## config.mk

```make
export PLATFORM = sky130hd
export DESIGN_NAME = seg_scan_ctrl_flat
export DESIGN_NICKNAME = d
export VERILOG_FILES = /design/src/rtl/seg_pkg.sv /design/src/rtl/seg_scan_ctrl_if.sv /design/src/rtl/seg_slot_timer.sv /design/src/rtl/seg_scan_ctrl.sv /design/src/flat_wrapper.sv
export SDC_FILE = /design/constraint.sdc
export NUM_CORES = 1
export LEC_CHECK = 0
export ABC_CLOCK_PERIOD_IN_PS = 3500
export CAP_MARGIN = 30
export CORE_AREA = 5 5 111 113
export DETAILED_ROUTE_END_ITERATION = 6
export DIE_AREA = 0 0 116 118
export MAX_ROUTING_LAYER = met4
export PLACE_DENSITY = 0.68
export SKIP_CTS_REPAIR_TIMING = 1
export SLEW_MARGIN = 30
export SYNTH_ARGS = -nofsm -noshare
export SYNTH_HDL_FRONTEND = slang
export SYNTH_SLANG_ARGS = --single-unit
```

## constraint.sdc

```tcl
create_clock -name clk -period 3.5 [get_ports clk]
set_input_delay 1.05 -clock clk [delete_from_list [all_inputs] [get_ports clk]]
set_output_delay 1.05 -clock clk [all_outputs]
set_load 0.02 [all_outputs]
```

## src/rtl/seg_pkg.sv

```systemverilog
// Shared types and constants for the seven-segment scan controller.
package seg_pkg;
    localparam int N_DIG = 8;

    typedef logic [3:0] hex_t;
    typedef logic [2:0] sel_t;

    typedef struct packed {
        logic dp;
        hex_t val;
    } digit_t;
endpackage

```

## src/rtl/seg_scan_ctrl_if.sv

```systemverilog
// Write-port and display-side signal bundle for seg_scan_ctrl.
interface seg_scan_ctrl_if;
    import seg_pkg::*;

    logic             wr_en;
    sel_t             wr_addr;
    hex_t             wr_data;
    logic             wr_dp;
    logic             commit;
    logic [N_DIG-1:0] dig_mask;
    hex_t             digit_o;
    sel_t             sel_o;
    logic             dp_o;
    logic             blank_o;
    logic             frame_o;

    modport master (
        output wr_en, wr_addr, wr_data, wr_dp, commit, dig_mask,
        input  digit_o, sel_o, dp_o, blank_o, frame_o
    );

    modport slave (
        input  wr_en, wr_addr, wr_data, wr_dp, commit, dig_mask,
        output digit_o, sel_o, dp_o, blank_o, frame_o
    );
endinterface

```

## src/rtl/seg_slot_timer.sv

```systemverilog
// Slot timer: divides clk into digit slots and steps the slot index 0..7.
module seg_slot_timer
    import seg_pkg::*;
#(
    parameter int CLK_DIV   = 100000,
    parameter int BLANK_CYC = 1000
) (
    input  logic clk,
    input  logic rst_n,
    output sel_t slot,
    output logic cnt_lt_blank,
    output logic wrap
);
    localparam int CNT_W = (CLK_DIV > 2) ? $clog2(CLK_DIV) : 1;
    localparam logic [CNT_W-1:0] CNT_MAX = CNT_W'(CLK_DIV - 1);

    logic [CNT_W-1:0] r_cnt;
    sel_t             r_slot;
    logic             w_slot_end;

    assign w_slot_end = (r_cnt == CNT_MAX);

    always_ff @(posedge clk or negedge rst_n) begin
        if (!rst_n) begin
            r_cnt  <= '0;
            r_slot <= '0;
        end else if (w_slot_end) begin
            r_cnt  <= '0;
            r_slot <= r_slot + 3'd1;
        end else begin
            r_cnt  <= r_cnt + 1'b1;
        end
    end

    // Signed int compare so BLANK_CYC = 0 simply never blanks.
    assign cnt_lt_blank = (int'(r_cnt) < BLANK_CYC);
    assign wrap         = w_slot_end && (r_slot == sel_t'(N_DIG - 1));
    assign slot         = r_slot;
endmodule

```

## src/rtl/seg_scan_ctrl.sv

```systemverilog
// Double-buffered 8-digit scan controller feeding the hex/anode decoder.
module seg_scan_ctrl
    import seg_pkg::*;
#(
    parameter int CLK_DIV   = 100000,
    parameter int BLANK_CYC = 1000
) (
    input  logic            clk,
    input  logic            rst_n,
    seg_scan_ctrl_if.slave  bus
);
    digit_t r_shadow [N_DIG];
    digit_t r_active [N_DIG];
    logic   r_pending;
    logic   r_frame;

    sel_t   w_slot;
    logic   w_cnt_lt_blank;
    logic   w_wrap;
    logic   w_copy;
    digit_t w_cur;

    seg_slot_timer #(
        .CLK_DIV   (CLK_DIV),
        .BLANK_CYC (BLANK_CYC)
    ) u_timer (
        .clk          (clk),
        .rst_n        (rst_n),
        .slot         (w_slot),
        .cnt_lt_blank (w_cnt_lt_blank),
        .wrap         (w_wrap)
    );

    // A commit in the wrap cycle itself still lands at this wrap.
    assign w_copy = w_wrap && (r_pending || bus.commit);

    genvar gi;
    generate
        for (gi = 0; gi < N_DIG; gi++) begin : g_dig
            always_ff @(posedge clk or negedge rst_n) begin
                if (!rst_n) begin
                    r_shadow[gi] <= '0;
                end else if (bus.wr_en && (bus.wr_addr == sel_t'(gi))) begin
                    r_shadow[gi] <= '{dp: bus.wr_dp, val: bus.wr_data};
                end
            end

            // Copies the pre-edge shadow, so a same-cycle write waits for the next commit.
            always_ff @(posedge clk or negedge rst_n) begin
                if (!rst_n) begin
                    r_active[gi] <= '0;
                end else if (w_copy) begin
                    r_active[gi] <= r_shadow[gi];
                end
            end
        end
    endgenerate

    always_ff @(posedge clk or negedge rst_n) begin
        if (!rst_n) begin
            r_pending <= 1'b0;
            r_frame   <= 1'b0;
        end else begin
            r_frame <= w_wrap;
            if (w_copy) begin
                r_pending <= 1'b0;
            end else if (bus.commit) begin
                r_pending <= 1'b1;
            end
        end
    end

    assign w_cur       = r_active[w_slot];
    assign bus.sel_o   = w_slot;
    assign bus.digit_o = w_cur.val;
    assign bus.dp_o    = w_cur.dp;
    assign bus.frame_o = r_frame;
    // dig_mask is deliberately live so a digit can be masked without waiting a frame.
    assign bus.blank_o = w_cnt_lt_blank || !bus.dig_mask[w_slot];
endmodule

```

## src/flat_wrapper.sv

```systemverilog
// flat-port wrapper written by rule: the top's interface ports become plain ports
module seg_scan_ctrl_flat import seg_pkg::*;
#(
    parameter int CLK_DIV   = 100000,
    parameter int BLANK_CYC = 1000
)
  (clk, rst_n, bus_wr_en, bus_wr_addr, bus_wr_data, bus_wr_dp, bus_commit, bus_dig_mask, bus_digit_o, bus_sel_o, bus_dp_o, bus_blank_o, bus_frame_o);
  seg_scan_ctrl_if bus_i ();
  input  logic clk;
  input  logic rst_n;
  input wire logic [$bits(bus_i.wr_en)-1:0] bus_wr_en;
  input wire logic [$bits(bus_i.wr_addr)-1:0] bus_wr_addr;
  input wire logic [$bits(bus_i.wr_data)-1:0] bus_wr_data;
  input wire logic [$bits(bus_i.wr_dp)-1:0] bus_wr_dp;
  input wire logic [$bits(bus_i.commit)-1:0] bus_commit;
  input wire logic [$bits(bus_i.dig_mask)-1:0] bus_dig_mask;
  output wire logic [$bits(bus_i.digit_o)-1:0] bus_digit_o;
  output wire logic [$bits(bus_i.sel_o)-1:0] bus_sel_o;
  output wire logic [$bits(bus_i.dp_o)-1:0] bus_dp_o;
  output wire logic [$bits(bus_i.blank_o)-1:0] bus_blank_o;
  output wire logic [$bits(bus_i.frame_o)-1:0] bus_frame_o;
  assign bus_i.wr_en = bus_wr_en;
  assign bus_i.wr_addr = bus_wr_addr;
  assign bus_i.wr_data = bus_wr_data;
  assign bus_i.wr_dp = bus_wr_dp;
  assign bus_i.commit = bus_commit;
  assign bus_i.dig_mask = bus_dig_mask;
  assign bus_digit_o = bus_i.digit_o;
  assign bus_sel_o = bus_i.sel_o;
  assign bus_dp_o = bus_i.dp_o;
  assign bus_blank_o = bus_i.blank_o;
  assign bus_frame_o = bus_i.frame_o;
  seg_scan_ctrl #(.CLK_DIV(CLK_DIV), .BLANK_CYC(BLANK_CYC)) u_core (.clk(clk), .rst_n(rst_n), .bus(bus_i));
endmodule
```

==> metrics.yaml, run 1 <==
grt_pass1_wl_um: 14500
start_kind: "primary input"
clockBufferDepth: 2
area_delta_synth_final_pct: 17.9
grt.overflow.total: 0
core_area_sq_um: 11200
antenna_found_initial: 0
grt_usage_pct: 14.1
hpwl_um: 5660
critPathKind: "in2out"
cp.arrival_ns: 2.36
met2_usage_pct: 21.6
clk_pin_slew_ns: 0.07
netlist_area_sq_um: 4410
setup_viol: 0
mostFrequentLayoutCells: "100 x dfrtp_1, 47 x mux2_2, 40 x mux2_1, 27 x clkdlybuf4s50_1"
async_reset_ff_share_pct: 100
period_minus_slack_ns: 3.41
dp_slack_ns: -0.377
ys_seq_elements: 102
port_buffers: 29
cp.required_ns: 2.45
fin_area_sq_um: 5190
hold_ws_ns: 0.484
synth_edf_count: 0
met1_usage_pct: 19.0
period_share_pct: 97.3
ctsRootBufferMaster: "clkbuf_16"
tightest_slew_ns: 0.530
antenna_cells: 0
status: "complete, no violations"
slew_viol_final: 0
slew_headroom_pct: 64.7
first_global_vias: 2747
clock-sinks: 102
rsz0062_at_grt: "false"
placedCellCount: 464
initial_core_util_pct: 39.3
cts_max_level: 3
crit_path_max_fanout: 1
fillers: 982
netlist_instances: 290
cts_made_buffers: 9
synthesis.nets: 313
remaining_drc_errors: 0
drt-vias-per-instance: 5.18
die_h_um: 118
gp_congestion: 0.764
rows: 39
drive_gt1_share_pct: 27.1
wl_per_cell_um: 17.6
hold_path.class: "reg2reg"
synth_area_leaders: "dfrtp_1 58%, mux2_2 12%, mux2_1 10%"
die-width_um: 116
grt_use_met3_pct: 3.39
syn_avg_cell_area_sq_um: 15.2
layoutNonFillerInstCount: 479
synth-seq-area-share_pct: 57.9
busiest_layer: "met2"
worst_clock_skew_ns: 0.00799
drt_pre_antenna_iters: 4
drt-initial-drc-count: 100
insertion_delay_ns: 0.34
yosysTopAreaCellShare_pct: 57.9
routed_wl_um: 8410
vias: 2480
critPathCaptureType: "output port"
rrSetupSlack_ns: 0.98
setup_ws_ns: 0.0940
top_level_ports: 30
synth_flop_cell: "dfrtp_1"
hold_violations: 0
die_area_sq_um: 13700
yosysTopAreaCell: "dfrtp_1"
p_total_mw: 2.42
ir_worst_vdd_v: 0.000310
fmax_ghz: 0.294
ys.warnings.count: 0
grt_max_degree: 89
power_leakage_nw: 2.37
cts_tree: "done"
layout_commonest_cell: "dfrtp_1"
postPlaceCellArea_sq_um: 4920
maxCapViolations: 0
powerDensity_nw_per_um2: 467
synth.distinct_cells: 38
fin_nets: 355
antenna_left: 0
==> registers in the layout (all words and copies together) (netlist names) <==
signal                count
u_core.r_shadow          40
u_core.r_pending          1
u_core.u_timer.slot       3
u_core.u_timer.r_cnt     17
u_core.r_active          40
u_core.bus.frame_o        1
==> area by class of cell <==
cell class	instances	area, sq um	share of cell area, %
clock buffers	11	243	4.67
clock inverters	4	30.0	0.578
inverters	2	7.51	0.145
multi-input cells	177	1780	34.2
flip-flops and latches	102	2550	49.2
well taps	143	179	3.44
repair buffers	40	403	7.76
==> per-layer routing <==
| layer | share of wire, % | wire, um |
|---|---|---|
| met1 | 46 | 3830 |
| met2 | 49 | 4130 |
| met3 | 4.0 | 335 |
| met4 | 1.2 | 104 |
| met5 | 0 | 0 |
==> cell usage after synthesis (3+ instances only) <==
cell	instances
dfrtp_1	102
mux2_2	47
mux2_1	40
mux4_2	12
nor2_1	12
nand2_1	7
xnor2_1	7
xor2_1	6
nand3_1	5
buf_6	4
nand4b_1	4
nor3_1	4
ha_1	3
nand4_1	3
or3_1	3
==> final timing paths <==
check                                          from                       to  cells past startpoint
max reg2reg                u_core.u_timer.r_cnt[12]       u_core.r_active[0]                      5
max in group asynchronous                     rst_n   u_core.u_timer.slot[0]                      2
min reg2reg                     u_core.r_active[30]      u_core.r_active[30]                      1
max                                 bus_dig_mask[6]              bus_blank_o                      5
min in group asynchronous                     rst_n  u_core.u_timer.r_cnt[7]                      1
min                             u_core.r_active[30]      u_core.r_active[30]                      1
==> worst max-delay path, cell delays in order <==
cell	delay, ns
clkdlybuf4s50_1	0.40
mux4_2	0.45
nand2b_1	0.15
o211ai_1	0.10
clkbuf_2	0.20
==> stage by stage <==
stage,setup TNS (ns),util [%]
3_3_place_gp,-0.373,43.9
3_5_place_dp,-0.377,43.9
5_1_grt,0,46.3
6_report,0,46.3
4_1_cts,-0.410,46.3
2_1_floorplan,0,-
==> report_power, final <==
group,switching (mW),leakage (nW),internal [mW]
clock network,0.429,0.132,0.502
logic,0.0647,0.913,0.103
registers,0.0446,1.32,1.28
total,0.539,2.37,1.89
==> kinds of logic after synthesis <==
group	synth area share [%]
flip-flops	57.9
AND/OR/NAND/NOR	7.38
adder cells (fa/ha/maj)	0.852
XOR/XNOR	2.58
buffers and inverters	1.73
AO/OA/AOI/OAI	1.14
multiplexers	28.4
Power figures use the tool's default switching activity.
==> run 2: changes to the inputs <==
--- a/config.mk
+++ b/config.mk
@@ -7,11 +7,13 @@
 export LEC_CHECK = 0
 export ABC_CLOCK_PERIOD_IN_PS = 3500
 export CAP_MARGIN = 30
+export CELL_PAD_IN_SITES_DETAIL_PLACEMENT = 1
+export CELL_PAD_IN_SITES_GLOBAL_PLACEMENT = 1
 export CORE_AREA = 5 5 111 113
 export DETAILED_ROUTE_END_ITERATION = 6
 export DIE_AREA = 0 0 116 118
 export MAX_ROUTING_LAYER = met4
-export PLACE_DENSITY = 0.68
+export PLACE_DENSITY = 0.77
 export SKIP_CTS_REPAIR_TIMING = 1
 export SLEW_MARGIN = 30
 export SYNTH_ARGS = -nofsm -noshare
==> metrics.yaml, run 2 (synthesized netlist as in run 1, its figures left out) <==
status: "complete, no violations"
period_minus_slack_ns: 3.42
utilization_pct: 46.4
die_area_sq_um: 13700
critPathCaptureType: "output port"
wl_per_cell_um: 18.9
drt-vias-per-instance: 5.29
first_global_vias: 2922
fin_nets: 354
die_h_um: 118
power_leakage_nw: 2.38
largest_registers: "u_core.r_active x40, u_core.r_shadow x40, u_core.u_timer.r_cnt x17"
p_total_mw: 2.45
rr_worst_depth: 5
grt.overflow.total: 0
hold_ws_ns: 0.480
initial_core_util_pct: 39.3
powerDensity_nw_per_um2: 471
gp_congestion: 0.753
maxCapViolations: 0
area_delta_synth_final_pct: 18.1
worst_clock_skew_ns: 0.00953
die-width_um: 116
layout_commonest_cell: "dfrtp_1"
remaining_drc_errors: 0
dr_wl_met2_um: 4720
cp.arrival_ns: 2.37
startpoint: "bus_dig_mask[6]"
port_buffers: 29
grt_max_degree: 53
antenna_found_initial: 0
fmax_ghz: 0.293
antenna_left: 0
rsz0062_at_grt: "false"
wl_met3_um: 292
ir_worst_vdd_v: 0.000332
clk_pin_slew_ns: 0.06
cts_tree: "done"
antenna_cells: 0
grt_pass1_wl_um: 15000
rr_endpoint: "u_core.r_active[35]"
grt_usage_pct: 14.8
fin_setup_tns_ns: 0
drt_pre_antenna_iters: 4
drt-met1-wl_um: 3900
period_share_pct: 97.6
placedCellCount: 463
ctsRootBufferMaster: "clkbuf_16"
clockBufferDepth: 2
slew_headroom_pct: 56.5
cp.required_ns: 2.45
tightest_slew_ns: 0.653
top_level_ports: 30
routed_wl_um: 9050
rows: 39
rrSetupSlack_ns: 0.96
crit_path_max_fanout: 1
cts_made_buffers: 9
hpwl_um: 6120
reg2reg_from: "u_core.u_timer.r_cnt[12]"
crit_path_end: "bus_blank_o"
topRoutingLayerUsed: "met4"
hold_violations: 0
slew_viol_final: 0
mostFrequentLayoutCells: "101 x dfrtp_1, 47 x mux2_2, 40 x mux2_1, 26 x clkdlybuf4s50_1"
start_kind: "primary input"
drive_gt1_share_pct: 26.9
critPathKind: "in2out"
vias: 2528
drt-initial-drc-count: 113
cts_max_level: 3
clock-sinks: 102
core_area_sq_um: 11200
layoutNonFillerInstCount: 478
insertion_delay_ns: 0.34
setup_viol: 0
hold_path.class: "reg2reg"
run 2: cell count changes in the layout (fill, tap and decap cells not counted), sizes merged:
cell           before  now
clkbuf             12   10
clkinv              1    3
clkdlybuf4s50      27   26
dlymetal6s2s        0    1
inv                 4    3
run 2: power breakdown:
group	internal (mW)	switching, mW
logic	0.103	0.0674
clock network	0.506	0.444
registers	1.28	0.0497
total	1.89	0.561
run 2: stage by stage:
step | setup slack, ns | cell area (sq um)
6_report | 0.0829 | 5200
3_5_place_dp | -0.448 | 4920
5_1_grt | 0.0166 | 5200
4_1_cts | -0.451 | 5200
3_3_place_gp | -0.442 | 4920
2_1_floorplan | 0.565 | 4410
run 2: area by class of cell:
type,count,area (sq um)
inverter,2,7.51
timing repair buffer,39,400
clock inverter,5,46.3
multi-input combinational,177,1780
tap,143,179
fill,1117,6020
clock buffer,10,239
sequential,102,2550
run 2: worst min path at each step:
stage	start	end	slack [ns]	depth (start not counted)
5_1_grt	u_core.r_active[26]	u_core.r_active[26]	0.51	1
6_report	u_core.r_pending	u_core.r_pending	0.48	2
4_1_cts	u_core.r_active[9]	u_core.r_active[9]	0.49	1
3_5_place_dp	u_core.r_pending	u_core.r_pending	0.47	2
3_3_place_gp	u_core.r_active[23]	u_core.r_active[23]	0.46	1
2_1_floorplan	u_core.r_pending	u_core.r_pending	0.45	2
run 2: routing by layer:
metal  vias up  track usage (%)
li1       1139                -
met1      1342             17.7
met2        36             24.5
met3        11             3.70
met4         0             5.00
met5         -                -
run 2: critical path, cell delays in order:
cell and delay [ns]:
clkdlybuf4s50_1 0.40, mux4_2 0.44, nand2b_1 0.15, o211ai_1 0.14, buf_4 0.19
